--- config.mk ---
export PLATFORM = sky130hd
export DESIGN_NAME = multicycle_control
export DESIGN_NICKNAME = d
export VERILOG_FILES = /design/src/rtl/mips_ctrl_pkg.sv /design/src/rtl/alu_op_decoder.sv /design/src/rtl/multicycle_control.sv
export SDC_FILE = /design/constraint.sdc
export NUM_CORES = 1
export LEC_CHECK = 0
export CAP_MARGIN = 20
export CORE_UTILIZATION = 30
export CTS_CLUSTER_SIZE = 28
export DETAILED_ROUTE_END_ITERATION = 6
export SETUP_SLACK_MARGIN = 0.15
export SLEW_MARGIN = 15
export SYNTH_ARGS = -nofsm -noshare
export SYNTH_HDL_FRONTEND = slang
export SYNTH_SLANG_ARGS = --single-unit
--- constraint.sdc ---
create_clock -name clk -period 6.3 [get_ports clk]
set_input_delay 1.26 -clock clk [delete_from_list [all_inputs] [get_ports clk]]
set_output_delay 1.26 -clock clk [all_outputs]
set_load 0.01 [all_outputs]
--- src/rtl/mips_ctrl_pkg.sv ---
// Shared encodings for the multi-cycle MIPS controller: opcodes, functs, ALU codes and FSM states.
package mips_ctrl_pkg;

  localparam logic [5:0] OP_RTYPE = 6'b000001;
  localparam logic [5:0] OP_LW    = 6'b000010;
  localparam logic [5:0] OP_SW    = 6'b000011;
  localparam logic [5:0] OP_BEQ   = 6'b000100;

  localparam logic [5:0] FN_ADD = 6'b100000;
  localparam logic [5:0] FN_SUB = 6'b100010;
  localparam logic [5:0] FN_AND = 6'b100100;
  localparam logic [5:0] FN_OR  = 6'b100101;
  localparam logic [5:0] FN_MUL = 6'b110010;

  localparam logic [3:0] ALU_AND = 4'b0000;
  localparam logic [3:0] ALU_OR  = 4'b0001;
  localparam logic [3:0] ALU_ADD = 4'b0010;
  localparam logic [3:0] ALU_SUB = 4'b0110;
  localparam logic [3:0] ALU_MUL = 4'b1000;

  typedef enum logic [2:0] {
    ST_IDLE,
    ST_DECODE,
    ST_EXEC,
    ST_MUL_WAIT,
    ST_MEM,
    ST_WB,
    ST_TRAP
  } state_e;

endpackage

--- src/rtl/alu_op_decoder.sv ---
// R-type funct to ALU operation decoder; purely combinational, zero latency, no handshake.
module alu_op_decoder
  import mips_ctrl_pkg::*;
#(
  parameter int ALU_OP_W = 4
) (
  input  logic [5:0]          funct,
  output logic [ALU_OP_W-1:0] alu_op,
  output logic                legal,
  output logic                is_mul
);

  always_comb begin
    alu_op = '0;
    legal  = 1'b1;
    is_mul = 1'b0;
    case (funct)
      FN_ADD: alu_op = ALU_OP_W'(ALU_ADD);
      FN_SUB: alu_op = ALU_OP_W'(ALU_SUB);
      FN_AND: alu_op = ALU_OP_W'(ALU_AND);
      FN_OR:  alu_op = ALU_OP_W'(ALU_OR);
      FN_MUL: begin
        alu_op = ALU_OP_W'(ALU_MUL);
        is_mul = 1'b1;
      end
      default: legal = 1'b0;
    endcase
  end

endmodule

--- src/rtl/multicycle_control.sv ---
// Multi-cycle MIPS control FSM, one instruction in flight; accept->done 2 (beq) to MUL_LAT+2 (mul), plus memory wait.
// Backpressure: instr_ready only in IDLE (never in TRAP); MEM holds its strobe until mem_ack.
module multicycle_control
  import mips_ctrl_pkg::*;
#(
  parameter int INSTR_W  = 32,
  parameter int MUL_LAT  = 4,
  parameter int ALU_OP_W = 4,
  parameter int CNT_W    = 16
) (
  input  logic                clk,
  input  logic                rst,
  input  logic [INSTR_W-1:0]  instr,
  input  logic                instr_valid,
  output logic                instr_ready,
  input  logic                mem_ack,
  input  logic                alu_zero,
  output logic                ir_write,
  output logic                reg_write,
  output logic                reg_dst,
  output logic                mem_to_reg,
  output logic                mem_read,
  output logic                mem_write,
  output logic                alu_src,
  output logic [ALU_OP_W-1:0] alu_op,
  output logic                branch,
  output logic                pc_write,
  output logic                done,
  output logic                illegal,
  output logic [CNT_W-1:0]    retired
);

  localparam int MUL_CW = $clog2(MUL_LAT + 1);
  localparam bit MUL_WAIT_EN = (MUL_LAT > 1);
  localparam logic [MUL_CW-1:0] MUL_LOAD = MUL_CW'(MUL_WAIT_EN ? MUL_LAT - 2 : 0);

  state_e              state_q, state_d;
  logic [INSTR_W-1:0]  ir_q, ir_d;
  logic [MUL_CW-1:0]   mul_cnt_q, mul_cnt_d;
  logic [CNT_W-1:0]    retired_q, retired_d;
  logic                ready_q, ready_d;
  logic                reg_write_q, reg_write_d;
  logic                reg_dst_q, reg_dst_d;
  logic                mem_to_reg_q, mem_to_reg_d;
  logic                mem_read_q, mem_read_d;
  logic                mem_write_q, mem_write_d;
  logic                alu_src_q, alu_src_d;
  logic [ALU_OP_W-1:0] alu_op_q, alu_op_d;
  logic                branch_q, branch_d;
  logic                done_q, done_d;
  logic                illegal_q, illegal_d;

  logic [5:0]          opcode;
  logic                is_r, is_lw, is_sw, is_beq;
  logic                fn_legal, fn_mul, op_legal, accept;
  logic [ALU_OP_W-1:0] fn_alu_op;
  logic                unused_ir;

  assign opcode   = ir_q[INSTR_W-1 -: 6];
  assign is_r     = (opcode == OP_RTYPE);
  assign is_lw    = (opcode == OP_LW);
  assign is_sw    = (opcode == OP_SW);
  assign is_beq   = (opcode == OP_BEQ);
  assign op_legal = (is_r & fn_legal) | is_lw | is_sw | is_beq;
  assign accept   = instr_valid & ready_q;
  // Register/immediate fields of the IR feed the datapath, not this controller.
  assign unused_ir = ^ir_q[INSTR_W-7:6];

  alu_op_decoder #(.ALU_OP_W(ALU_OP_W)) u_alu_op_decoder (
    .funct  (ir_q[5:0]),
    .alu_op (fn_alu_op),
    .legal  (fn_legal),
    .is_mul (fn_mul)
  );

  always_comb begin
    state_d   = state_q;
    ir_d      = ir_q;
    mul_cnt_d = mul_cnt_q;
    case (state_q)
      ST_IDLE: begin
        if (accept) begin
          ir_d    = instr;
          state_d = ST_DECODE;
        end
      end
      ST_DECODE: state_d = op_legal ? ST_EXEC : ST_TRAP;
      ST_EXEC: begin
        if (is_r) begin
          if (fn_mul && MUL_WAIT_EN) begin
            state_d   = ST_MUL_WAIT;
            mul_cnt_d = MUL_LOAD;
          end else begin
            state_d = ST_WB;
          end
        end else if (is_lw || is_sw) begin
          state_d = ST_MEM;
        end else begin
          state_d = ST_IDLE;
        end
      end
      ST_MUL_WAIT: begin
        if (mul_cnt_q == '0) state_d = ST_WB;
        else                 mul_cnt_d = mul_cnt_q - MUL_CW'(1);
      end
      ST_MEM: begin
        if (mem_ack) state_d = is_lw ? ST_WB : ST_IDLE;
      end
      ST_WB:   state_d = ST_IDLE;
      ST_TRAP: state_d = ST_TRAP;
      default: state_d = ST_IDLE;
    endcase
  end

  // Outputs are the decode of the next state, so they appear registered in that state's cycle.
  always_comb begin
    ready_d      = (state_d == ST_IDLE);
    reg_write_d  = (state_d == ST_WB);
    reg_dst_d    = (state_d == ST_WB) & is_r;
    mem_to_reg_d = (state_d == ST_WB) & is_lw;
    mem_read_d   = (state_d == ST_MEM) & is_lw;
    mem_write_d  = (state_d == ST_MEM) & is_sw;
    alu_src_d    = ((state_d == ST_EXEC) || (state_d == ST_MEM)) & (is_lw | is_sw);
    branch_d     = (state_d == ST_EXEC) & is_beq;
    illegal_d    = (state_d == ST_TRAP);
    alu_op_d     = '0;
    if (state_d == ST_EXEC) begin
      if (is_r)        alu_op_d = fn_alu_op;
      else if (is_beq) alu_op_d = ALU_OP_W'(ALU_SUB);
      else             alu_op_d = ALU_OP_W'(ALU_ADD);
    end else if (state_d == ST_MUL_WAIT) begin
      alu_op_d = ALU_OP_W'(ALU_MUL);
    end
    done_d    = (state_d == ST_IDLE) &&
                ((state_q == ST_EXEC) || (state_q == ST_MEM) || (state_q == ST_WB));
    retired_d = retired_q + CNT_W'(done_d);
  end

  always_ff @(posedge clk) begin
    if (rst) begin
      state_q      <= ST_IDLE;
      ir_q         <= '0;
      mul_cnt_q    <= '0;
      retired_q    <= '0;
      ready_q      <= 1'b1;
      reg_write_q  <= 1'b0;
      reg_dst_q    <= 1'b0;
      mem_to_reg_q <= 1'b0;
      mem_read_q   <= 1'b0;
      mem_write_q  <= 1'b0;
      alu_src_q    <= 1'b0;
      alu_op_q     <= '0;
      branch_q     <= 1'b0;
      done_q       <= 1'b0;
      illegal_q    <= 1'b0;
    end else begin
      state_q      <= state_d;
      ir_q         <= ir_d;
      mul_cnt_q    <= mul_cnt_d;
      retired_q    <= retired_d;
      ready_q      <= ready_d;
      reg_write_q  <= reg_write_d;
      reg_dst_q    <= reg_dst_d;
      mem_to_reg_q <= mem_to_reg_d;
      mem_read_q   <= mem_read_d;
      mem_write_q  <= mem_write_d;
      alu_src_q    <= alu_src_d;
      alu_op_q     <= alu_op_d;
      branch_q     <= branch_d;
      done_q       <= done_d;
      illegal_q    <= illegal_d;
    end
  end

  assign instr_ready = ready_q;
  assign ir_write    = accept;
  assign reg_write   = reg_write_q;
  assign reg_dst     = reg_dst_q;
  assign mem_to_reg  = mem_to_reg_q;
  assign mem_read    = mem_read_q;
  assign mem_write   = mem_write_q;
  assign alu_src     = alu_src_q;
  assign alu_op      = alu_op_q;
  assign branch      = branch_q;
  // The ALU flag is only meaningful while EXEC computes the compare.
  assign pc_write    = branch_q & alu_zero;
  assign done        = done_q;
  assign illegal     = illegal_q;
  assign retired     = retired_q;

endmodule

==> flow_summary.toml <==
[outcome]
status = "complete, no violations"

[drt]
drt_iter0_markers = 45
avgRoutedWirePerCell_um = 12.2
viasPerCell = 4.74
dr.pass1.iters = 4
drc = 0
ant_nets = 0
vias = 1721
totalWireLength_mm = 4.42

[synthesis]
ys_top_cells_by_area = "dfxtp_1 44%, nor2_1 6.4%, mux2i_1 5.6%"
synth_top_cell_by_area = "dfxtp_1"
synth_top_flop_cell = "dfxtp_1"
yosys_warnings = 0
syn_nets = 262
synth_edf_count = 0
synth_area_per_cell_sq_um = 9.77
postSynthRegisterBits = 48
synth_top_area_share_pct = 44.5
syn_inst = 221
syn_area_sq_mm = 0.00216
synthArstFlopShare_pct = 0
synthTopCellsByCount = "48 x dfxtp_1, 37 x nor2_1, 12 x mux2i_1, 12 x nand3_1, 11 x nand2_1"
synth_most_common_cell = "dfxtp_1"
synth_cell_types = 46
ys_seq_area_share_pct = 44.5

[setup_path]
cp-end-kind = "output port"
worst-r2r-setup-slack_ns = 2.99
cp_top_family = "buffers and inverters"
worstPathArrival_ns = 2.44
path_max_fanout = 3
r2r-start = "ir_q[31]"
cpMostUsedCell = "clkdlybuf4s50_1"
cp-start-kind = "primary input"
cp-startpoint = "instr_valid"
slowest_delay_ns = 0.56
crit_buf_inv = 2
ff2ff_path_depth = 13
crit_cells = 3
slowest_stage = "clkdlybuf4s50_1"
crit_chain = "clkdlybuf4s50_1, and2_1, clkdlybuf4s50_1"
reg2reg_to = "retired[14]"
endpoint = "ir_write"
worstSetupPathType = "in2out"
worst_ep_required_time_ns = 5.04

[timing]
hold_viol_final = 0
setup_viol = 0
fmax_mhz = 270
period_needed_ns = 3.70
hold_ws_ns = 0.508
final_max_slew_viol_count = 0
fin_skew_ns = 0.00502
setup-tns-final_ns = 0
worst_pin_slew_ns = 0.755
maxSlewHeadroom_pct = 49.6
timing.final.crit_share_pct = 58.7
grt_setup_unrepaired = "no"

[clock_tree]
cts_buffers = 5
holdBufCountCts = 0
cts_buffer_depth = 2
cts.sinks = 48
path_clk_slew_ns = 0.09
tritoncts = "built"
postCtsSetupRepairBufs = 0
cts_max_level = 2
post_cts_resized = 0
clock_latency_ns = 0.30
cts_root_buf = "clkbuf_8"

[power_and_ir_drop]
sequentialPowerShare_pct = 53.7
leakagePower_nw = 1.03
ir_drop_mv = 0.0748
switching_share_pct = 27.0
pwr-share-clk_pct = 30.3
p_int_mw = 0.449
power_density_mw_per_mm2 = 222
switching_power_mw = 0.166
p_comb_share_pct = 16.0

[floorplanning]
rows = 30
core_sq_mm = 0.00687
die_h_um = 86.8
start_util_pct = 31.4
die_area_sq_mm = 0.00754
die_w_um = 86.8
io_pins = 69

[cells_and_area]
largest_register_ffs = 16
final_core_util_pct = 40.4
nets = 307
stdcell_count = 363
diodes = 0
drive_gt1_share_pct = 8.24
postLayoutCellArea_sq_mm = 0.00278
synthToLayoutAreaGrowth_pct = 28.5

[global_route]
antenna_found_initial = 0
gr-total-overflow = 0
grt_pass1_wl_mm = 7.51
grt_use_total_pct = 12.9
first_global_vias = 1575
grt_start_max_net_pins = 38

[place]
post-place-cells = 355
dpl_cell_area_sq_mm = 0.00268
dpl.hpwl_mm = 3.21
gp_congestion = 0.800
port_buffers = 48

[worst_hold_path]
min_path_type = "reg2reg"

[flow_run]
maxCapViolations = 0
[power groups by stage]
stage          registers, mW  clock network (mW)  logic, mW
6_report               0.330               0.186     0.0984
5_1_grt                0.333               0.211      0.109
4_1_cts                0.330               0.196     0.0991
3_5_place_dp           0.338                   0     0.0984
3_3_place_gp           0.337                   0     0.0974
2_1_floorplan          0.334                   0     0.0752
[worst min-delay path: cells and delay by family (launching register included)]
| kind | cells | cell delay (ns) |
|---|---|---|
| AND/OR/NAND/NOR | 1 | 0.08 |
| multiplexers | 1 | 0.07 |
| flip-flops | 1 | 0.33 |
[logic make-up after synthesis]
kind of cell,after synthesis,share of synthesized area (%)
and+or+nand+nor,106,28.2
buffers and inverters,18,5.16
muxes,12,5.56
DFF,48,44.5
xor gates and xnor gates,15,6.08
adders and majority gates,4,2.32
AOI/OAI and AO/OA,18,8.17
[routing by layer]
layer	GRT usage, %	part of all wire [%]
met4	6.67	2.6
met2	19.8	44
met3	3.14	4.5
met1	16.7	48
met5	0	0
[layout make-up]
cell class / count / area (sq um)
fill: 696 / 4090
sequential: 48 / 961
clock buffer: 6 / 82.6
inverter: 7 / 26.3
clock inverter: 2 / 10.0
timing repair buffer: 49 / 488
tap: 96 / 120
multi-input combinational: 155 / 1090
[metrics by stage]
stage / worst slack, ns / power [mW]
5_1_grt: 2.45 / 0.653
3_3_place_gp: 2.34 / 0.435
4_1_cts: 2.60 / 0.625
3_5_place_dp: 2.32 / 0.436
6_report: 2.60 / 0.615
2_1_floorplan: 3.13 / 0.410
[cell usage in the layout, fill, tap and decap left out, types with 4 or more instances in the layout]
master	instances
a21oi_1	7
and3_1	4
clkbuf_8	6
clkdlybuf4s50_1	48
dfxtp_1	48
ha_1	4
inv_1	7
mux2i_1	12
nand2_1	11
nand3_1	12
nand4_1	4
nor2_1	37
nor3_1	7
nor4_1	6
xnor2_1	6
xor2_1	9
[worst min path at each step]
stage | from | endpoint | cells past startpoint
after floorplan | ir_q[3] | ir_q[3] | 2
after global placement | ir_q[3] | ir_q[3] | 2
after detailed placement | retired[15] | retired[15] | 2
after CTS | retired[15] | retired[15] | 2
after global routing | ir_q[3] | ir_q[3] | 2
final | ir_q[3] | ir_q[3] | 2
Note: power is estimated with default switching activity, not from simulation.
